<file path="src/rtl/mips_pkg.sv">
// mips_pkg: shared widths, load type codes and writeback state encoding
package mips_pkg;
  localparam int DEF_DW = 32;
  localparam int DEF_AW = 5;
  localparam logic [2:0] LT_LW  = 3'd0;
  localparam logic [2:0] LT_LB  = 3'd1;
  localparam logic [2:0] LT_LBU = 3'd2;
  localparam logic [2:0] LT_LH  = 3'd3;
  localparam logic [2:0] LT_LHU = 3'd4;
  typedef enum logic [1:0] {S_IDLE, S_WAIT_MEM, S_WRITE} wb_state_e;
endpackage

</file>
<file path="src/rtl/load_extract.sv">
// load_extract: little-endian byte/half lane select with sign or zero extension
module load_extract
  import mips_pkg::*;
#(
  parameter int DW = DEF_DW
) (
  input  logic [DW-1:0] rdata,
  input  logic [2:0]    load_type,
  input  logic [1:0]    addr_lo,
  output logic [DW-1:0] result
);
  logic [7:0]  b;
  logic [15:0] h;
  always_comb begin
    b = rdata[8*addr_lo +: 8];
    h = addr_lo[1] ? rdata[31:16] : rdata[15:0];
    result = load_type == LT_LB  ? {{24{b[7]}}, b} :
             load_type == LT_LBU ? {24'd0, b} :
             load_type == LT_LH  ? {{16{h[15]}}, h} :
             load_type == LT_LHU ? {16'd0, h} : rdata;
  end
endmodule

</file>
<file path="src/rtl/wb_stage.sv">
// wb_stage: writeback FSM driving one registered register-file write per retiring instruction
module wb_stage
  import mips_pkg::*;
#(
  parameter int DW = DEF_DW,
  parameter int AW = DEF_AW
) (
  input  logic          clk,
  input  logic          reset,
  input  logic          in_valid,
  output logic          in_ready,
  input  logic          in_reg_write,
  input  logic          in_mem_to_reg,
  input  logic [2:0]    in_load_type,
  input  logic [1:0]    in_addr_lo,
  input  logic [AW-1:0] in_dest,
  input  logic [DW-1:0] in_alu_result,
  input  logic          mem_rvalid,
  input  logic [DW-1:0] mem_rdata,
  output logic          rf_we,
  output logic [AW-1:0] rf_waddr,
  output logic [DW-1:0] rf_wdata,
  output logic          busy,
  output logic          proto_err
);
  wb_state_e     state_q, state_d;
  logic [AW-1:0] dest_q, dest_d, rf_waddr_q, rf_waddr_d;
  logic [2:0]    lt_q, lt_d;
  logic [1:0]    lo_q, lo_d;
  logic          wr_en_q, wr_en_d, rf_we_q, rf_we_d, busy_q, busy_d, proto_err_q, proto_err_d;
  logic [DW-1:0] rf_wdata_q, rf_wdata_d, ext_data;
  logic          accept, dest_nz;
  load_extract #(.DW(DW)) u_ext (
    .rdata(mem_rdata), .load_type(lt_q), .addr_lo(lo_q), .result(ext_data)
  );
  assign in_ready = state_q != S_WAIT_MEM;
  assign accept = in_valid && in_ready;
  assign dest_nz = in_dest != '0;
  always_comb begin
    state_d = S_IDLE;
    dest_d = dest_q;
    lt_d = lt_q;
    lo_d = lo_q;
    wr_en_d = wr_en_q;
    rf_we_d = 1'b0;
    rf_waddr_d = rf_waddr_q;
    rf_wdata_d = rf_wdata_q;
    proto_err_d = proto_err_q || (mem_rvalid && state_q != S_WAIT_MEM);
    if (state_q == S_WAIT_MEM) begin
      state_d = !mem_rvalid ? S_WAIT_MEM : wr_en_q ? S_WRITE : S_IDLE;
      rf_we_d = mem_rvalid && wr_en_q;
      rf_waddr_d = rf_we_d ? dest_q : rf_waddr_q;
      rf_wdata_d = rf_we_d ? ext_data : rf_wdata_q;
    end else if (accept && in_mem_to_reg) begin
      state_d = S_WAIT_MEM;
      dest_d = in_dest;
      lt_d = in_load_type;
      lo_d = in_addr_lo;
      wr_en_d = in_reg_write && dest_nz;
    end else if (accept && in_reg_write && dest_nz) begin
      state_d = S_WRITE;
      rf_we_d = 1'b1;
      rf_waddr_d = in_dest;
      rf_wdata_d = in_alu_result;
    end
    busy_d = state_d == S_WAIT_MEM;
  end
  always_ff @(posedge clk) begin
    if (reset) begin
      state_q <= S_IDLE;
      dest_q <= '0;
      lt_q <= '0;
      lo_q <= '0;
      wr_en_q <= 1'b0;
      rf_we_q <= 1'b0;
      rf_waddr_q <= '0;
      rf_wdata_q <= '0;
      busy_q <= 1'b0;
      proto_err_q <= 1'b0;
    end else begin
      state_q <= state_d;
      dest_q <= dest_d;
      lt_q <= lt_d;
      lo_q <= lo_d;
      wr_en_q <= wr_en_d;
      rf_we_q <= rf_we_d;
      rf_waddr_q <= rf_waddr_d;
      rf_wdata_q <= rf_wdata_d;
      busy_q <= busy_d;
      proto_err_q <= proto_err_d;
    end
  end
  assign rf_we = rf_we_q;
  assign rf_waddr = rf_waddr_q;
  assign rf_wdata = rf_wdata_q;
  assign busy = busy_q;
  assign proto_err = proto_err_q;
endmodule

</file>
<file path="config.mk">
export PLATFORM = sky130hd
export DESIGN_NAME = wb_stage
export DESIGN_NICKNAME = d
export VERILOG_FILES = /design/src/rtl/mips_pkg.sv /design/src/rtl/load_extract.sv /design/src/rtl/wb_stage.sv
export SDC_FILE = /design/constraint.sdc
export NUM_CORES = 1
export LEC_CHECK = 0
export ABC_AREA = 0
export CAP_MARGIN = 15
export CORE_ASPECT_RATIO = 0.6
export CORE_MARGIN = 2
export CORE_UTILIZATION = 42
export CTS_BUF_LIST = sky130_fd_sc_hd__clkbuf_4
export CTS_CLUSTER_SIZE = 30
export DETAILED_ROUTE_END_ITERATION = 10
export GPL_ROUTABILITY_DRIVEN = 1
export PLACE_DENSITY_LB_ADDON = 0.08
export SYNTH_ARGS = -nofsm -noshare
export SYNTH_HDL_FRONTEND = slang
export SYNTH_SLANG_ARGS = --single-unit
</file>
<file path="constraint.sdc">
create_clock -name clk -period 2.3 [get_ports clk]
set_input_delay 0.46 -clock clk [delete_from_list [all_inputs] [get_ports clk]]
set_output_delay 0.46 -clock clk [all_outputs]
set_load 0.01 [all_outputs]
</file>
==> results of run 1 <==
-- cells by family (layout without fill, tap and decap cells) --
group | count (synthesis) | after routing | share of synthesized area
AO/OA/AOI/OAI | 102 | 102 | 0.275
XOR/XNOR | 1 | 1 | 0.00283
buffers and inverters | 40 | 165 | 0.0594
flip-flops | 52 | 52 | 0.336
multiplexers | 19 | 19 | 0.0942
AND/OR/NAND/NOR | 140 | 140 | 0.232
-- how the worst max path moves through the flow --
stage / end / slack [ns] / cells after the start
floorplan: rf_wdata[12] / 0.35 / 6
global placement: rf_wdata[13] / -0.1 / 8
detailed placement: rf_wdata[15] / -0.16 / 6
CTS: in_ready / 0.1 / 4
global route: in_ready / 0.03 / 4
finish: in_ready / 0.13 / 4
-- cells in the mapped netlist, types with 3 or more instances --
| cell type | count | area share |
|---|---|---|
| clkbuf_1 | 21 | 0.025 |
| a311oi_1 | 5 | 0.014 |
| nand2b_1 | 24 | 0.049 |
| buf_4 | 3 | 0.0073 |
| a21oi_1 | 21 | 0.034 |
| inv_1 | 5 | 0.0061 |
| o221ai_1 | 16 | 0.045 |
| buf_2 | 6 | 0.0097 |
| a22oi_1 | 8 | 0.019 |
| dfxtp_1 | 52 | 0.34 |
| and3_1 | 16 | 0.032 |
| nor2_1 | 44 | 0.053 |
| a221oi_1 | 8 | 0.023 |
| nor3_1 | 10 | 0.016 |
| mux4_2 | 8 | 0.058 |
| a2111oi_2 | 7 | 0.034 |
| o2111ai_1 | 8 | 0.023 |
| o21ai_0 | 10 | 0.016 |
| mux2i_1 | 10 | 0.032 |
| nor4bb_1 | 8 | 0.026 |
| buf_1 | 3 | 0.0036 |
| a211oi_1 | 9 | 0.022 |
| nand2_1 | 30 | 0.036 |
-- cell type report --
class                   instances  area (um2)
clock buffers                   6        45.0
well taps                      91         114
inverters                       5        18.8
repair buffers                152        1490
multi-input cells             262        1880
fillers                       622        2610
flip-flops and latches         52        1040
clock inverters                 2        11.3
-- per-stage QoR --
stage	hold WS, ns	std cells	TNS, ns	area, um2
after CTS	0.466	570	0	4600
after detailed placement	0.447	562	-3.93	4540
after floorplan	0.454	354	0	3090
final	0.465	570	0	4600
after global placement	0.444	562	-2.31	4540
after global routing	0.497	570	0	4600
-- worst register-to-register path: stages, from the launching register on --
cell and delay, ns:
dfxtp_1 0.50, nand3b_1 0.33, a21boi_2 0.46, a22oi_1 0.24, a2111oi_2 0.40
-- routing by layer --
| layer | routed length (um) | vias up |
|---|---|---|
| met4 | 190 | 0 |
| met3 | 1020 | 18 |
| met2 | 4300 | 174 |
| li1 | - | 1592 |
| met1 | 4970 | 1596 |
| met5 | 0 | - |
-- where the power goes --
part | total (W) | internal (W) | switching [W]
clock | 0.000450 | 0.000129 | 0.000321
sequential | 0.000978 | 0.000947 | 0.0000307
combinational | 0.000622 | 0.000341 | 0.000281
-- flip-flops by register name, summed over array words and instances, names as in the netlist --
signal	flops
busy	1
dest_q	5
lo_q	2
lt_q	3
proto_err	1
rf_waddr	5
rf_wdata	32
state_q	2
wr_en_q	1
==> impl_metrics.yaml, run 1 <==
yosys:
  synth_edf_count: 0
  syn-cell-area_um2: 3090
  ys_ff_latch: 52
  yosysWarnings: 0
  synthFlopType: "dfxtp_1"
  synth_nets: 434
  synth_seq_area_share: 0.336
  syn_avg_cell_area_um2: 8.74
  synthDistinctLibCells: 43
  async_reset_ff_frac: 0
  synthCells: 354
detailed_routing:
  route.detailed.drc: 0
  wirelength_mm: 10.5
  vias_per_cell: 5.93
  wire_per_inst_um: 18.4
  antenna_left: 0
  detail_route.iter0.violations: 304
  drt-pass1-iter-count: 5
  via_count: 3380
die:
  rows: 24
  ioPinCount: 121
  core_area_um2: 7210
  dieArea_um2: 8090
  die_height_um: 70.5
  start_util: 0.429
  dieWidth_um: 115
clocking:
  cts_tree: "built"
  htree_levels: 2
  numCtsBuffers: 5
  clock_latency_ns: 0.41
  root_buffer: "clkbuf_4"
  cts_setup_buffers: 0
  cts-resized-gates: 0
  cts.sinks: 52
  cts.clk_slew.worst_paths_ns: 0.15
  cts_buffer_depth: 2
  cts_hold_buf: 0
power_and_ir_drop:
  power_density_nw_per_um2: 446
  ir_drop_mv: 0.346
  p_leak_nw: 1.66
  total_power_w: 0.00205
setup_path:
  setup.reg_to_reg.worst_slack_ns: 0.27
  cp_data_arrival_time_ns: 1.71
  crit_buf_inv: 3
  cp_slowest_cell: "clkdlybuf4s50_1"
  path_cells: "nor2b_2 -> inv_1 -> buf_4 -> clkdlybuf4s50_1"
  timing.rr.end: "rf_wdata[14]"
  crit_type: "reg2out"
  reg2regPathDepth: 4
  reg2reg_from: "lt_q[1]"
  slowest_delay_ns: 0.56
  crit_path_end_kind: "primary output"
  crit_family: "buffers and inverters"
  startpoint: "state_q[0]"
  worstPathRequired_ns: 1.84
  critPathLaunchType: "flop"
  cp_max_fo: 10
hold_path:
  holdPathStages: 2
  worst_hold_path_type: "reg2reg"
  holdPathEnd: "rf_wdata[24]"
  hp-start: "rf_wdata[24]"
timing:
  maxSlewViolCount: 0
  fin_skew_ns: 0.0182
  rsz0062_at_grt: "false"
  setup_violations: 0
  fmax_mhz: 461
  finalCritPeriodShare: 0.943
  slew_headroom: 0.630
  hold_viol_final: 0
  fin_crit_ns: 2.17
  setup_slack_ns: 0.130
  worst_slew_pin_slew_ns: 0.555
final_layout:
  diodes: 0
  drive_gt1_frac: 0.134
  nets: 558
  final_common_cell: "clkdlybuf4s50_1"
  final_util: 0.638
  syn2layout_area_growth_pct: 48.6
  layout_common_cells: "119 x clkdlybuf4s50_1, 52 x dfxtp_1, 44 x nor2_1, 30 x nand2_1, 28 x buf_4"
global_routing:
  use_met1: 0.389
  grt_usage: 0.267
  antenna_found_initial: 0
  grt_overflow: 0
  grt_busiest_layer: "met1"
  grt_pass1_vias: 3230
  grt_max_degree: 32
  grt_pass1_wl_mm: 16.7
  grt_use_met2: 0.374
  met3_usage: 0.0694
placement:
  dp_hpwl_mm: 7.81
  port_buffers: 120
  pre_cts_ws_ns: -0.155
  place.gp.congestion: 0.957
run:
  timing.max_cap.violations: 0
run_status:
  status: "finished, final reports clean"
Note: power is estimated with default switching activity, not from simulation.
==> run 2: changes to the inputs <==
Settings changed: DONT_BUFFER_PORTS from default to 1.
==> impl_metrics.yaml, run 2 (synthesis results as in run 1) <==
setup_path:
  crit_path_end_kind: "flop"
  critPathLaunchType: "flop"
  cp_data_arrival_time_ns: 2.40
  startpoint: "state_q[1]"
  cp_max_fo: 11
  worstPathRequired_ns: 2.62
  crit_type: "reg2reg"
  reg2reg_from: "state_q[1]"
clocking:
  clock_latency_ns: 0.39
  cts-resized-gates: 0
  cts.clk_slew.worst_paths_ns: 0.17
  cts_hold_buf: 0
  cts_setup_buffers: 0
  cts_buffer_depth: 2
  cts.sinks: 52
  numCtsBuffers: 5
  root_buffer: "clkbuf_4"
  htree_levels: 2
  cts_tree: "built"
global_routing:
  grt_pass1_vias: 2611
  grt_overflow: 0
  grt_pass1_wl_mm: 14.9
  antenna_found_initial: 0
  grt_max_degree: 53
  grt_usage: 0.242
power_and_ir_drop:
  p_leak_nw: 1.12
  power_density_nw_per_um2: 541
  ir_drop_mv: 0.305
timing:
  hold_viol_final: 0
  setup_violations: 0
  fin_skew_ns: 0.00949
  maxSlewViolCount: 0
  slew_headroom: 0.299
  whs_ns: 0.112
  finalCritPeriodShare: 0.907
  fmax_mhz: 479
  rsz0062_at_grt: "false"
  setup_slack_ns: 0.214
  fin_crit_ns: 2.09
  worst_slew_pin_slew_ns: 1.05
  finalSetupTns_ns: 0
final_layout:
  drive_gt1_frac: 0.142
  diodes: 0
  final_common_cell: "dfxtp_1"
  largest_reg_flops: 32
  multi_input_area_um2: 1900
  fillers: 761
  layout_common_cells: "52 x dfxtp_1, 44 x nor2_1, 30 x nand2_1, 24 x nand2b_1, 21 x a21oi_1"
  syn2layout_area_growth_pct: 5.50
  final_util: 0.453
  seq_area_um2: 1040
  nets: 423
placement:
  dp_hpwl_mm: 7.13
  port_buffers: 0
  place.gp.congestion: 0.900
  pre_cts_ws_ns: 0.140
detailed_routing:
  via_count: 2730
  wirelength_mm: 9.80
  detail_route.iter0.violations: 221
  vias_per_cell: 6.28
  route.detailed.drc: 0
  antenna_left: 0
  drt-pass1-iter-count: 4
  wire_per_inst_um: 22.5
die:
  die_height_um: 70.5
  rows: 24
  start_util: 0.429
  dieWidth_um: 115
  dieArea_um2: 8090
  core_area_um2: 7210
  ioPinCount: 121
run:
  timing.max_cap.violations: 0
run_status:
  status: "finished, final reports clean"
hold_path:
  hp-start: "reset"
  worst_hold_path_type: "in2reg"
[run 2: layer usage]
| layer | wire length (um) | share of wire | vias up | track usage |
|---|---|---|---|---|
| li1 | - | - | 1315 | - |
| met4 | 88 | 0.0090 | 0 | 0.0522 |
| met1 | 4310 | 0.44 | 1285 | 0.332 |
| met5 | 0 | 0 | - | 0 |
| met3 | 1410 | 0.14 | 9 | 0.126 |
| met2 | 4000 | 0.41 | 121 | 0.335 |
[run 2: worst max-delay path, stage by stage, from the launching register on]
cell and delay, ns:
dfxtp_1 0.43, nor2b_2 0.06, inv_1 0.08, nand2_1 0.16, o32ai_2 0.94, nor2_1 0.07, a311oi_1 0.26
[run 2: layout make-up]
type,count,share of cell area
Sequential cell,52,0.319
Clock buffer,5,0.0115
Tap cell,91,0.0349
Inverter,5,0.00575
Multi-Input combinational cell,263,0.582
Clock inverter,3,0.00652
Timing Repair Buffer,16,0.0406
[run 2: worst paths after layout]
path	end	slack, ns	depth (start not counted)
setup / recovery	rf_waddr[2]	0.21	6
hold / removal	rf_wdata[28]	0.11	1
setup reg to reg	rf_waddr[2]	0.21	6
hold reg to reg	rf_waddr[4]	0.49	2
[run 2: metrics by stage]
| step | instances | area [um2] | total power [W] |
|---|---|---|---|
| final | 435 | 3260 | 0.00177 |
| after floorplan | 354 | 3090 | 0.00127 |
| after global routing | 435 | 3260 | 0.00187 |
| after detailed placement | 426 | 3190 | 0.00134 |
| after CTS | 434 | 3250 | 0.00178 |
| after global placement | 426 | 3190 | 0.00134 |
[run 2: where the power goes]
part	switching, W	internal (W)
clock network	0.000323	0.000122
registers	0.0000533	0.000947
logic	0.000176	0.000146
total	0.000552	0.00121
